<file path="config.mk">
export PLATFORM = sky130hd
export DESIGN_NAME = sync_fifo_ctrl
export DESIGN_NICKNAME = d
export VERILOG_FILES = /design/src/rtl/sync_fifo_ctrl.sv
export SDC_FILE = /design/constraint.sdc
export NUM_CORES = 1
export LEC_CHECK = 0
export ABC_CLOCK_PERIOD_IN_PS = 2900
export BUFFER_PORTS_ARGS = -buffer_cell sky130_fd_sc_hd__buf_2
export CORE_MARGIN = 2
export CORE_UTILIZATION = 30
export DETAILED_ROUTE_END_ITERATION = 6
export PLACE_DENSITY = 0.51
export SYNTH_ARGS = -nofsm -noshare
export SYNTH_HDL_FRONTEND = slang
export SYNTH_SLANG_ARGS = --single-unit
</file>
<file path="constraint.sdc">
create_clock -name CLK -period 2.9 [get_ports CLK]
set_clock_uncertainty 0.15 [all_clocks]
set_input_delay 0.29 -clock CLK [delete_from_list [all_inputs] [get_ports CLK]]
set_output_delay 0.29 -clock CLK [all_outputs]
set_load 0.01 [all_outputs]
</file>
<file path="src/rtl/sync_fifo_ctrl.sv">
// Synchronous FIFO controller: registered level, status flags, sticky overflow/underflow.
// Define SYNC_FIFO_FWFT_EN for first-word-fall-through read behaviour; default is standard read.
module sync_fifo_ctrl #(
    parameter int DATA_WIDTH    = 8,
    parameter int ADDR_WIDTH    = 4,
    parameter int AFULL_THRESH  = 12,
    parameter int AEMPTY_THRESH = 4
) (
    input  logic                  CLK,
    input  logic                  RST_ASYNC,
    input  logic                  WR_EN_IN,
    input  logic [DATA_WIDTH-1:0] WR_DATA_IN,
    input  logic                  RD_EN_IN,
    input  logic                  ERR_CLR_IN,
    output logic [DATA_WIDTH-1:0] RD_DATA_OUT,
    output logic                  RD_VALID_OUT,
    output logic                  FULL_OUT,
    output logic                  EMPTY_OUT,
    output logic                  AFULL_OUT,
    output logic                  AEMPTY_OUT,
    output logic [ADDR_WIDTH:0]   LEVEL_OUT,
    output logic                  OVERFLOW_OUT,
    output logic                  UNDERFLOW_OUT
);

    localparam int                DEPTH      = 1 << ADDR_WIDTH;
    localparam logic [ADDR_WIDTH:0] LVL_FULL   = (ADDR_WIDTH+1)'(DEPTH);
    localparam logic [ADDR_WIDTH:0] LVL_AFULL  = (ADDR_WIDTH+1)'(AFULL_THRESH);
    localparam logic [ADDR_WIDTH:0] LVL_AEMPTY = (ADDR_WIDTH+1)'(AEMPTY_THRESH);
    localparam logic [ADDR_WIDTH:0] ONE        = (ADDR_WIDTH+1)'(1);

    logic [DATA_WIDTH-1:0] r_mem [DEPTH];
    logic [ADDR_WIDTH:0]   r_wr_ptr;
    logic [ADDR_WIDTH:0]   r_rd_ptr;
    logic [ADDR_WIDTH:0]   r_level;
    logic                  r_ovf;
    logic                  r_udf;

    logic                  w_wr_acc;
    logic                  w_rd_acc;
    logic [DATA_WIDTH-1:0] w_head;

    // Flags come from the registered level so they are glitch-free and reset with it.
    assign EMPTY_OUT     = (r_level == '0);
    assign FULL_OUT      = (r_level == LVL_FULL);
    assign AFULL_OUT     = (r_level >= LVL_AFULL);
    assign AEMPTY_OUT    = (r_level <= LVL_AEMPTY);
    assign LEVEL_OUT     = r_level;
    assign OVERFLOW_OUT  = r_ovf;
    assign UNDERFLOW_OUT = r_udf;

    assign w_wr_acc = WR_EN_IN & ~FULL_OUT;
    assign w_rd_acc = RD_EN_IN & ~EMPTY_OUT;
    assign w_head   = r_mem[r_rd_ptr[ADDR_WIDTH-1:0]];

    always_ff @(posedge CLK) begin
        if (w_wr_acc)
            r_mem[r_wr_ptr[ADDR_WIDTH-1:0]] <= WR_DATA_IN;
    end

    always_ff @(posedge CLK or posedge RST_ASYNC) begin
        if (RST_ASYNC) begin
            r_wr_ptr <= '0;
            r_rd_ptr <= '0;
            r_level  <= '0;
            r_ovf    <= 1'b0;
            r_udf    <= 1'b0;
        end else begin
            if (w_wr_acc)
                r_wr_ptr <= r_wr_ptr + ONE;
            if (w_rd_acc)
                r_rd_ptr <= r_rd_ptr + ONE;
            case ({w_wr_acc, w_rd_acc})
                2'b10:   r_level <= r_level + ONE;
                2'b01:   r_level <= r_level - ONE;
                default: r_level <= r_level;
            endcase
            // Set has priority over a same-cycle clear.
            if (WR_EN_IN && FULL_OUT)
                r_ovf <= 1'b1;
            else if (ERR_CLR_IN)
                r_ovf <= 1'b0;
            if (RD_EN_IN && EMPTY_OUT)
                r_udf <= 1'b1;
            else if (ERR_CLR_IN)
                r_udf <= 1'b0;
        end
    end

`ifdef SYNC_FIFO_FWFT_EN
    // Head is presented directly; zero while empty keeps the reset-state output defined.
    assign RD_DATA_OUT  = EMPTY_OUT ? '0 : w_head;
    assign RD_VALID_OUT = ~EMPTY_OUT;
`else
    logic [DATA_WIDTH-1:0] r_rd_data;
    logic                  r_rd_valid;

    always_ff @(posedge CLK or posedge RST_ASYNC) begin
        if (RST_ASYNC) begin
            r_rd_data  <= '0;
            r_rd_valid <= 1'b0;
        end else begin
            r_rd_valid <= w_rd_acc;
            if (w_rd_acc)
                r_rd_data <= w_head;
        end
    end

    assign RD_DATA_OUT  = r_rd_data;
    assign RD_VALID_OUT = r_rd_valid;
`endif

endmodule

</file>
# Yosys cells after proc, flatten, opt, wreduce, memory -nomap -nowiden
# Memory sizes are Yosys's and may differ from the RTL's. A register that Yosys moved wholly into a read port is not among the register bits.
# Cells that the tools add are included.
# word_totals
ff_bits,18
wordCells,32
memories,1
out_inout_bits,20
inputBits,13
ramBits,128
# memory_table
name,words,width,read_ports,rd_clocked_by_memory_dff,write_ports,line_no,rtl
r_mem,16,8,1,1,1,32,logic [DATA_WIDTH-1:0] r_mem [DEPTH];
# classes
bitwise_logic,4
n_eq_ne,3
muxes,6
reduce_logical,6
n_lt_le_gt_ge,2
n_addsub,4
# op_table
operator,n
$add 5x1->5 const B,3
$pmux 5 s2,1
$reduce_bool 2->1,3
$eq 5x5->1 const B,1
$ge 5x4->1 const B,1
$le 5x3->1 const B,1
$logic_not 5->1,1
$mux 1,5
$sub 5x1->5 const B,1
$and 1x1->1,2
$eq 2x1->1 const B,1
$eq 2x2->1 const B,1
$logic_and 1x1->1,2
$not 1->1,2

# Longest topological paths before layout
# Gate-level depths: netlist (run 1).
# depth
ltp_word,5
ltp_mapped,13
mapped_depth_nobuf,10

# Worst setup path after synthesis (run 1)
# No wires, ideal clock.
# synth_path
path_type,register -> register
from,register r_level[1] (netlist: LEVEL_OUT[1])
to,register r_level[4] (netlist: LEVEL_OUT[4])
slack_ns,0.017
setup_time_ns,0.080
synth_period_minus_slack_ns,2.883
arrival_time_ns,2.653
t_required_ns,2.670
path_buffers,3
path_stages_with_launch,14
cell_sequence,dfrtp_1 buf_6 or3_4 o31a_1 buf_2 inv_1 ha_1 clkbuf_1 xor2_1 ha_1 and3b_1 o21ai_0 a31oi_1 xnor2_1
# synth_via
elab_chain_cells,5
elab_cells_between_ends,12
classes_between,add/sub: 2; eq/ne: 3; mux: 1; bitwise: 4; reduce/logical: 2
# synth_rtl
item,line_no,rtl
from (decl),35,logic [ADDR_WIDTH:0] r_level;
from (signal assigned),74,2'b10: r_level <= r_level + ONE;
from (signal assigned),75,2'b01: r_level <= r_level - ONE;
from (signal assigned),76,default: r_level <= r_level;
$eq 5x5->1 or $logic_not 5->1 (tied branches),"45, 44",
"$not 1->1, on equally long branches","52, 53",
"$and 1x1->1, on equally long branches","52, 53",
$eq 2x1->1 or $eq 2x2->1 (tied branches),73,"case ({w_wr_acc, w_rd_acc})"
$pmux 5 s2 or $reduce_bool 2->1 (tied branches),n/a,
# Several ways; a longest one is shown, not always the timed one.
# A chain may end at the register's enable or synchronous reset.

# Worst setup path after layout (run 1)
# layout_path
from,register r_level[0] (netlist: LEVEL_OUT[0])
to,register r_level[4] (netlist: LEVEL_OUT[4])
# layout_via
elab_chain_cells,5
elab_cells_between_ends,12
classes_between,add/sub: 2; eq/ne: 3; mux: 1; bitwise: 4; reduce/logical: 2
# layout_rtl
item,line_no,rtl
$logic_not 5->1 (*),44,assign EMPTY_OUT = (r_level == '0);
$not 1->1 (*),53,assign w_rd_acc = RD_EN_IN & ~EMPTY_OUT;
$and 1x1->1 (*),53,
net w_rd_acc,40,logic w_rd_acc;
$eq 2x1->1 or $eq 2x2->1 (tied branches),73,
$pmux 5 s2 or $reduce_bool 2->1 (tied branches),n/a,
# Mark *: on every way through the listed nets, which the timed path passes. The rest lies on a longest branch.

==> impl_metrics.tcl, run 1 <==
set metrics [dict create \
    avgSynthCellArea_um2 18.9 \
    nNetsFinal 395 \
    antenna_found_initial 0 \
    avgViaCountPerCell 4.61 \
    core-area_um2 20200 \
    synthesis.instances 324 \
    slew_headroom_pct 28.6 \
    endpoint_kind "register" \
    ys_ff_latch 152 \
    drtIter0Drc 217 \
    place_area_um2 6640 \
    die-area_um2 21600 \
    io-pin-count 33 \
    grtUsageTotal_pct 12.5 \
    cp-start-kind "register" \
    wl_um 12600 \
    worstPathMaxFanout 10 \
    wl_per_cell_um 19.1 \
    critPathKind "reg2reg" \
    rsz0062_at_grt "no" \
    ir_drop_mv 0.445 \
    synth-seq-area-share_pct 72.5 \
    endpoint "LEVEL_OUT[4]" \
    ctsResizeCount 0 \
    clk_pin_slew_ps 60 \
    setup-violations-final 0 \
    area_growth_pct 18.3 \
    grt_pass1_wl_um 19400 \
    tritoncts "done" \
    clock-sinks 152 \
    firstDrtPassIters 4 \
    grt-ovfl-total 0 \
    power_density_nw_per_um2 985 \
    hold_viol 0 \
    r2r_slack_ps 240 \
    fp.dieW_um 147 \
    r2r_start "LEVEL_OUT[0]" \
    cts_buffer_depth 2 \
    clkLatencyLatePin_ps 420 \
    final_area_um2 7250 \
    cp.required_ps 3050 \
    grt_max_degree 28 \
    syn-cell-area_um2 6130 \
    vias 3031 \
    final_common_cell "edfxtp_1" \
    root_buffer "clkbuf_16" \
    dieHeight_um 147 \
    gp_congestion 0.777 \
    leakage_nw 2.52 \
    final.period_utilization_pct 91.8 \
    row_count 52 \
    drtAntennaViolNets 0 \
    finalCriticalPeriod_ps 2660 \
    fin_setup_tns_ps 0 \
    clock.fmax_mhz 375 \
    start_util_pct 30.4 \
    antenna_cells 0 \
    reg2reg_to "LEVEL_OUT[4]" \
    worstMarginPinSlew_ps 1070 \
    drc 0 \
    cp-startpoint "LEVEL_OUT[0]" \
    status "completed" \
    worst_ep_arrival_time_ps 2810 \
    detailed_place_hpwl_um 7860 \
    fin_hold_ws_ps 36.6 \
    finalMaxSlewViolations 0 \
    synth_nets 345 \
    drive_above_1_share_pct 29.7 \
    cts_made_buffers 17 \
    h-tree-depth 4 \
    numPortBuffers 32 \
    place_ws_ps 261 \
    max-cap-violations 0 \
    fillCellCount 1934 \
    final_cell_mix "128 x edfxtp_1, 32 x mux4_2, 32 x buf_2" \
    reg2reg_depth 10 \
    setup_slack_ps 237 \
    grt_pass1_vias 3137 \
    worstHoldPathType "in2reg" \
    yosysWarnings 0 \
    yosysUniqueCellTypes 40 \
]
==> synthesized netlist by cell type <==
master       n  share of area [%]
buf_6        2               0.37
buf_2        8               0.65
dfrtp_1     24                9.8
clkbuf_1     3               0.18
o31ai_4      1               0.35
xor2_1       4               0.57
mux2_2       1               0.18
mux2i_1     15                2.4
or3_4        1               0.18
ha_1         8                1.6
o31a_1       1               0.14
inv_1        6               0.37
mux4_2      32                 12
edfxtp_1   128                 63
nand4_1      2               0.20
nor3_1       8               0.65
nor2b_1      3               0.31
a311oi_2     1               0.24
o21ai_0      3               0.24
o22ai_1      1               0.10
nand2_2      1               0.10
or2_2        1               0.10
a21oi_1      1              0.082
buf_1        2               0.12
a22o_1       2               0.29
and3b_1      1               0.14
a22oi_1      2               0.24
nor2_1      14               0.86
buf_4        4               0.49
nand2_1     19                1.2
a31oi_1      1               0.10
nand2b_1     3               0.31
inv_2        1              0.061
o31ai_1      1               0.12
o221ai_1     7                1.0
nand3b_1     1               0.12
o21a_1       1               0.12
a2111oi_2    1               0.24
xnor2_1      8                1.1
a21o_1       1               0.12
==> area by class of cell <==
| class | count | area [um^2] | area share [%] |
|---|---|---|---|
| Sequential cell | 152 | 4440 | 61.3 |
| Multi-Input combinational cell | 146 | 1550 | 21.4 |
| Tap cell | 270 | 338 | 4.66 |
| Inverter | 7 | 26.3 | 0.362 |
| Timing Repair Buffer | 50 | 315 | 4.35 |
| Clock buffer | 18 | 429 | 5.92 |
| Clock inverter | 14 | 149 | 2.05 |
==> registers in the layout, summed over array words and instances (netlist names) <==
signal         count
r_mem            128
RD_DATA_OUT        8
LEVEL_OUT          5
r_rd_ptr           4
r_wr_ptr           4
OVERFLOW_OUT       1
RD_VALID_OUT       1
UNDERFLOW_OUT      1
==> repair_timing <==
| action | 4_1_cts | 5_1_grt |
|---|---|---|
| hold endpoints to repair | 26 | 0 |
| hold buffers | 3 | 0 |
| setup buffers | 0 | 0 |
==> critical path, stage by stage, from the launching register on <==
cell	delay, ps
dfrtp_1	470
or3_4	460
o31ai_4	230
inv_2	140
ha_1	230
xor2_1	140
ha_1	200
and3b_1	160
o21ai_0	130
a31oi_1	110
xnor2_1	130
==> layer usage <==
layer	GRT usage (%)	share of wire, %	up-vias	wire length, um
li1	-	-	1378	-
met1	16.1	44	1562	5590
met2	20.5	50	78	6280
met3	3.57	4.0	13	497
met4	4.18	1.6	0	205
met5	0	0	-	0
==> worst min-delay path by stage <==
| stage | cells after the start | to | start | slack, ps |
|---|---|---|---|---|
| after floorplan | 1 | LEVEL_OUT[0] | RST_ASYNC | 150 |
| after global placement | 3 | OVERFLOW_OUT | RST_ASYNC | 220 |
| after detailed placement | 3 | UNDERFLOW_OUT | RST_ASYNC | 220 |
| after CTS | 3 | UNDERFLOW_OUT | ERR_CLR_IN | 20 |
| after global routing | 3 | UNDERFLOW_OUT | ERR_CLR_IN | 40 |
| final | 3 | UNDERFLOW_OUT | ERR_CLR_IN | 40 |
==> per-stage QoR <==
| stage | std cells | utilization (%) | power (mW) |
|---|---|---|---|
| 2_1_floorplan | 324 | - | 4.43 |
| 3_3_place_gp | 622 | 32.9 | 5.06 |
| 3_5_place_dp | 622 | 32.9 | 5.08 |
| 4_1_cts | 657 | 36.0 | 7.25 |
| 5_1_grt | 657 | 36.0 | 7.54 |
| 6_report | 657 | 36.0 | 7.14 |
==> power breakdown <==
part | leakage [nW] | total, mW | internal (mW) | switching [mW]
Clock | 0.277 | 2.16 | 1.27 | 0.885
Sequential | 1.45 | 2.93 | 2.72 | 0.216
Combinational | 0.794 | 2.05 | 0.952 | 1.10
Total | 2.52 | 7.14 | 4.95 | 2.20
==> cell families after synthesis <==
logic type / after synthesis / share of synthesized area (%)
multiplexers: 48 / 14.4
flip-flops: 152 / 72.5
XOR/XNOR: 12 / 1.71
buffers and inverters: 26 / 2.24
adder cells (fa/ha/maj): 8 / 1.63
AND/OR/NAND/NOR: 54 / 4.14
AO/OA/AOI/OAI: 24 / 3.41
(Power assumes the default switching activity.)
==> run 2, diff against run 1 <==
--- a/config.mk
+++ b/config.mk
@@ -5,12 +5,13 @@
 export SDC_FILE = /design/constraint.sdc
 export NUM_CORES = 1
 export LEC_CHECK = 0
+export ABC_AREA = 1
 export ABC_CLOCK_PERIOD_IN_PS = 2900
 export BUFFER_PORTS_ARGS = -buffer_cell sky130_fd_sc_hd__buf_2
 export CORE_MARGIN = 2
 export CORE_UTILIZATION = 30
 export DETAILED_ROUTE_END_ITERATION = 6
-export PLACE_DENSITY = 0.51
+export PLACE_DENSITY = 0.5
 export SYNTH_ARGS = -nofsm -noshare
 export SYNTH_HDL_FRONTEND = slang
 export SYNTH_SLANG_ARGS = --single-unit
==> run 2 against run 1 <==
Design area rose by 8.4%. Wire length is 24% higher. First-iteration DRC count grew 30%. Total power up 5.1%. Largest cell class unchanged. Area after synthesis grew 11%. Clock power down 8%. Combinational power increased by 29%. Register-to-register slack improved by 60 ps. Maximum frequency increased by 2.3%. Synthesized cell count rose by 110%.
==> impl_metrics.tcl, run 2 <==
set metrics [dict create \
    h-tree-depth 4 \
    yosysWarnings 0 \
    die-area_um2 23800 \
    p_int_mw 4.69 \
    start_util_pct 30.3 \
    path_delay_family "simple AND/OR/NAND/NOR gates" \
    synth_top_area_share_pct 56.6 \
    place_ws_ps 280 \
    ys_ff_latch 152 \
    yosys-top-cells-count "222 x nand2_1, 128 x edfxtp_1, 110 x inv_1" \
    cp_num_buf_inv 3 \
    synthArstFlopShare_pct 15.8 \
    p_seq_share_pct 38.6 \
    wl_um 15500 \
    ctsResizeCount 0 \
    netSwitchingFraction_pct 37.5 \
    firstDrtPassIters 4 \
    fp.dieW_um 154 \
    power.switching_mw 2.82 \
    synthesis.instances 678 \
    worstMarginPinSlew_ps 778 \
    rsz0062_at_grt "no" \
    grt_pass1_vias 4281 \
    power_density_nw_per_um2 956 \
    setup_slack_ps 297 \
    io-pin-count 33 \
    post-synth-top-count-cell "nand2_1" \
    muxShareOfSynthArea_pct 0 \
    wl_per_cell_um 15.2 \
    fin_hold_ws_ps 115 \
    worstPathCellList "inv_1 > nand2_1 > nor2_2 > nand2_2 > nand2_2 > inv_2 > ha_1 > nand2_1 > inv_1 > nor2_1 > ha_1 > a21o_1 > nand3_2 > nand2_1 > nand2_1 > nand2_1 > nand2_1 > nand2_1" \
    grtUsageTotal_pct 13.6 \
    synth_top_family_by_area "simple AND/OR/NAND/NOR gates" \
    total_power_mw 7.51 \
    gp_congestion 0.791 \
    synth_area_leaders "edfxtp_1 57%, nand2_1 12%, dfrtp_1 8.8%" \
    leakage_nw 3.52 \
    avgViaCountPerCell 4.32 \
    synth_compound_area_share_pct 0.866 \
    final_common_cell "nand2_1" \
    critPathKind "reg2reg" \
    final_area_um2 7860 \
    cp.required_ps 3060 \
    clock.fmax_mhz 384 \
    grt_max_degree 67 \
    numPortBuffers 32 \
    setup-violations-final 0 \
    antenna_cells 0 \
    ir_drop_mv 0.429 \
    cts_made_buffers 17 \
    yosysUniqueCellTypes 25 \
    finalMaxSlewViolations 0 \
    pwr-share-comb_pct 35.1 \
    avgSynthCellArea_um2 10.0 \
    clock-sinks 152 \
    synth_edf_count 128 \
    vias 4420 \
    endpoint_kind "register" \
    worstPathMaxFanout 16 \
    cp-start-kind "register" \
    root_buffer "clkbuf_16" \
    final.period_utilization_pct 89.8 \
    crit_path_top_delay_cell "dfrtp_1" \
    synth_nets 699 \
    status "completed" \
    place_area_um2 7300 \
    final_cell_mix "222 x nand2_1, 128 x edfxtp_1, 110 x inv_1" \
    nNetsFinal 748 \
    cts_buffer_depth 2 \
    fin_util_pct 35.0 \
    power_frac_clock_pct 26.3 \
    cpMostUsedCell "nand2_1" \
    slew_headroom_pct 48.1 \
    drc 0 \
    area_growth_pct 15.7 \
    synth-seq-area-share_pct 65.5 \
    stdcell_count 1022 \
    largest_reg_flops 128 \
    drtAntennaViolNets 0 \
    max-cap-violations 0 \
    fin_setup_tns_ps 0 \
    worst_ep_arrival_time_ps 2760 \
    tritoncts "done" \
    slowest_delay_ps 420 \
    core-area_um2 22400 \
    synth_fa_ha_area_share_pct 1.47 \
    worstHoldPathType "in2reg" \
    grt-ovfl-total 0 \
    syn-cell-area_um2 6790 \
    drive_above_1_share_pct 12.6 \
    detailed_place_hpwl_um 9480 \
    dieHeight_um 154 \
    placedCellCount 989 \
    yosysTopAreaCell "edfxtp_1" \
    drtIter0Drc 282 \
    synth_xor_area_share_pct 1.53 \
    grt_pass1_wl_um 24300 \
    finalCriticalPeriod_ps 2600 \
    row_count 55 \
    hold_viol 0 \
    synthSimpleGateAreaFrac_pct 21.8 \
    clkLatencyLatePin_ps 420 \
    clk_pin_slew_ps 60 \
    postCtsSetupBuffers 0 \
    yosys_most_used_dff "edfxtp_1" \
    antenna_found_initial 0 \
]
## run 2: cell count changes after synthesis, sizes merged, moves of 5 or more
cell,change
nor2,+9
nor3,-8
buf,+10
mux2i,-15
nand3,+103
o221ai,-7
inv,+108
xor2,+5
xnor2,-6
nand2,+206
mux4,-32
o21ai,+5
## run 2: routing by layer
metal,up-vias,track usage [%],wire length (um)
met5,-,0,0
met4,0,4.45,246
met3,17,3.67,728
met2,94,20.5,7120
met1,2057,19.0,7460
li1,2252,-,-
## run 2: power groups by stage
stage / clock [mW] / combinational (mW) / sequential [mW]
floorplan: 0 / 1.82 / 2.94
global placement: 0 / 2.65 / 2.94
detailed placement: 0 / 2.65 / 2.94
CTS: 2.03 / 2.67 / 2.89
global route: 2.11 / 2.96 / 2.93
finish: 1.98 / 2.64 / 2.90
## run 2: final timing paths
kind | from | end | slack (ps) | depth (start not counted)
max reg2reg | LEVEL_OUT[0] | LEVEL_OUT[4] | 300 | 18
max in group asynchronous | RST_ASYNC | r_rd_ptr[0] | 1770 | 4
max | LEVEL_OUT[0] | LEVEL_OUT[4] | 300 | 18
min in group asynchronous | RST_ASYNC | OVERFLOW_OUT | 240 | 3
min | WR_EN_IN | r_wr_ptr[0] | 110 | 3
min reg2reg | RD_DATA_OUT[0] | RD_DATA_OUT[0] | 330 | 2
## run 2: kinds of logic (layout without fill, tap and decap cells)
family,count (synthesis),after routing
xor gates and xnor gates,11,11
and+or+nand+nor,353,353
adders and majority gates,8,8
buffers and inverters,144,203
AOI/OAI and AO/OA,10,10
DFF,152,152
## run 2: worst reg2reg max path: cells and delay by family, from the launching register on
| kind | cells | cell delay (ps) |
|---|---|---|
| buffers and inverters | 3 | 370 |
| DFF | 1 | 420 |
| AOI/OAI and AO/OA | 1 | 180 |
| and+or+nand+nor | 12 | 820 |
| adders and majority gates | 2 | 560 |
## run 2: area by class of cell
class                           instances  area (um^2)
Clock buffer                           18          429
Tap cell                              285          357
Clock inverter                         11         86.3
Sequential cell                       152         4450
Fill cell                            2268        14600
Timing Repair Buffer                   57          358
Inverter                              117          439
Multi-Input combinational cell        382         1740
## run 2: repair_timing
item | 4_1_cts | 5_1_grt
endpoints found under the hold margin | 10 | 0
hold buffers | 4 | 0
endpoints found under the setup margin | 0 | 0
==> run 3, diff against run 2 <==
--- a/config.mk
+++ b/config.mk
@@ -9,9 +9,9 @@
 export ABC_CLOCK_PERIOD_IN_PS = 2900
 export BUFFER_PORTS_ARGS = -buffer_cell sky130_fd_sc_hd__buf_2
 export CORE_MARGIN = 2
-export CORE_UTILIZATION = 30
+export CORE_UTILIZATION = 55
 export DETAILED_ROUTE_END_ITERATION = 6
-export PLACE_DENSITY = 0.5
+export PLACE_DENSITY = 0.79
 export SYNTH_ARGS = -nofsm -noshare
 export SYNTH_HDL_FRONTEND = slang
 export SYNTH_SLANG_ARGS = --single-unit
==> run 3 against run 2 <==
Critical path depth did not move. Global-route usage rose by 9.4 points. Total power grew 3.1%. Worst hold slack got worse by 5.2 ps.
==> impl_metrics.tcl, run 3 (synthesized netlist as in run 2, its figures left out) <==
set metrics [dict create \
    grt_max_degree 67 \
    worstMarginPinSlew_ps 904 \
    multi_input_area_um2 1750 \
    cp.required_ps 3060 \
    core-area_um2 12000 \
    fillCellCount 912 \
    final.period_utilization_pct 92.4 \
    endpoint_kind "register" \
    root_buffer "clkbuf_16" \
    setup-violations-final 0 \
    gp_congestion 0.848 \
    stdcell_count 878 \
    clk_pin_slew_ps 60 \
    grt_pass1_vias 4598 \
    finalCriticalPeriod_ps 2680 \
    final_cell_mix "222 x nand2_1, 128 x edfxtp_1, 110 x inv_1" \
    cp-start-kind "register" \
    critPathKind "reg2reg" \
    fp.dieW_um 115 \
    start_util_pct 56.5 \
    clock-sinks 152 \
    place_ws_ps 239 \
    fin_setup_tns_ps 0 \
    worstHoldPathType "in2reg" \
    numPortBuffers 32 \
    power_density_nw_per_um2 1000 \
    drive_above_1_share_pct 12.4 \
    drc 0 \
    final_common_cell "nand2_1" \
    rsz0062_at_grt "no" \
    largest_reg_flops 128 \
    cts_buffer_depth 2 \
    finalMaxSlewViolations 0 \
    tritoncts "done" \
    setup_slack_ps 221 \
    nNetsFinal 739 \
    fin_hold_ws_ps 109 \
    dieHeight_um 115 \
    clkLatencyLatePin_ps 420 \
    drtIter0Drc 479 \
    row_count 40 \
    placedCellCount 842 \
    fin_util_pct 64.3 \
    status "completed" \
    h-tree-depth 4 \
    pwr-share-comb_pct 32.8 \
    antenna_found_initial 0 \
    max-cap-violations 0 \
    wl_per_cell_um 15.8 \
    drtAntennaViolNets 0 \
    netSwitchingFraction_pct 36.8 \
    worst_ep_arrival_time_ps 2840 \
    io-pin-count 33 \
    power.switching_mw 2.85 \
    postCtsSetupBuffers 0 \
    grtUsageTotal_pct 23.0 \
    worstPathMaxFanout 16 \
    die-area_um2 13200 \
    area_growth_pct 13.7 \
    power_frac_clock_pct 29.4 \
    wl_um 13900 \
    detailed_place_hpwl_um 8750 \
    p_seq_share_pct 37.8 \
    ir_drop_mv 0.802 \
    avgViaCountPerCell 5.25 \
    firstDrtPassIters 4 \
    seqCellArea_um2 4450 \
    antenna_cells 0 \
    cts_made_buffers 17 \
    grt-ovfl-total 0 \
    hold_viol 0 \
    grt_pass1_wl_um 22500 \
    leakage_nw 3.52 \
    clock.fmax_mhz 373 \
    vias 4612 \
    p_int_mw 4.89 \
    slew_headroom_pct 39.7 \
]
## run 3: cell count changes in the layout (fill, tap and decap cells not counted)
cell / change
buf_4: -9
clkinv_2: -5
inv_6: +5
bufinv_16: +2
clkinv_4: +2
clkbuf_1: -1
clkinv_1: -1
ha_1: -1
ha_2: +1
inv_8: +1
nor2_1: -1
nor2_2: +1
## run 3: path summary, 6_finish.rpt
path                                     start              to  slack [ps]  cells past startpoint
worst max-delay path              LEVEL_OUT[0]    LEVEL_OUT[4]         220                     18
worst min-delay path                  WR_EN_IN     r_wr_ptr[0]         110                      3
worst max register to register    LEVEL_OUT[0]    LEVEL_OUT[4]         220                     18
worst min register to register  RD_DATA_OUT[5]  RD_DATA_OUT[5]         340                      2
max in group asynchronous            RST_ASYNC     r_rd_ptr[0]        1530                      3
min in group asynchronous            RST_ASYNC     r_wr_ptr[2]         450                      3
## run 3: through the flow
step	power (mW)	instance area [um^2]
after floorplan	4.77	6790
after global placement	5.34	7060
after detailed placement	5.45	7060
after CTS	7.75	7720
after global routing	8.19	7720
final	7.74	7720
## run 3: area by class of cell
type	instances	area share, %
Inverter	117	5.69
Multi-Input combinational cell	382	22.6
Clock inverter	15	2.46
Sequential cell	152	57.6
Clock buffer	17	5.51
Tap cell	147	2.38
Timing Repair Buffer	48	3.76
## run 3: timing repair
item                                   4_1_cts  5_1_grt
gates resized for setup                      0        2
setup endpoints to repair                    0        1
endpoints found under the hold margin       26        0
hold buffers                                 4        0
## run 3: per-layer routing
| layer | part of all wire (%) | track usage, % |
|---|---|---|
| met3 | 6.8 | 6.43 |
| met2 | 49 | 38.2 |
| met4 | 2.1 | 9.88 |
| met1 | 42 | 28.4 |
| met5 | 0 | 0 |
## run 3: power by group through the flow
stage | clock [mW] | combinational (mW) | sequential (mW)
2_1_floorplan | 0 | 1.82 | 2.94
3_3_place_gp | 0 | 2.41 | 2.93
3_5_place_dp | 0 | 2.49 | 2.96
4_1_cts | 2.31 | 2.52 | 2.92
5_1_grt | 2.39 | 2.85 | 2.96
6_report | 2.28 | 2.54 | 2.92
## run 3: worst max-delay path, stage by stage, from the launching register on
cell and delay, ps:
dfrtp_1 430, inv_1 70, nand2_1 100, nor2_2 60, nand2_2 80, nand2_2 130
inv_2 230, ha_2 330, nand2_1 70, inv_1 70, nor2_1 60, ha_1 180
a21o_1 190, nand3_2 100, nand2_1 60, nand2_1 60, nand2_1 70, nand2_1 80
nand2_1 50
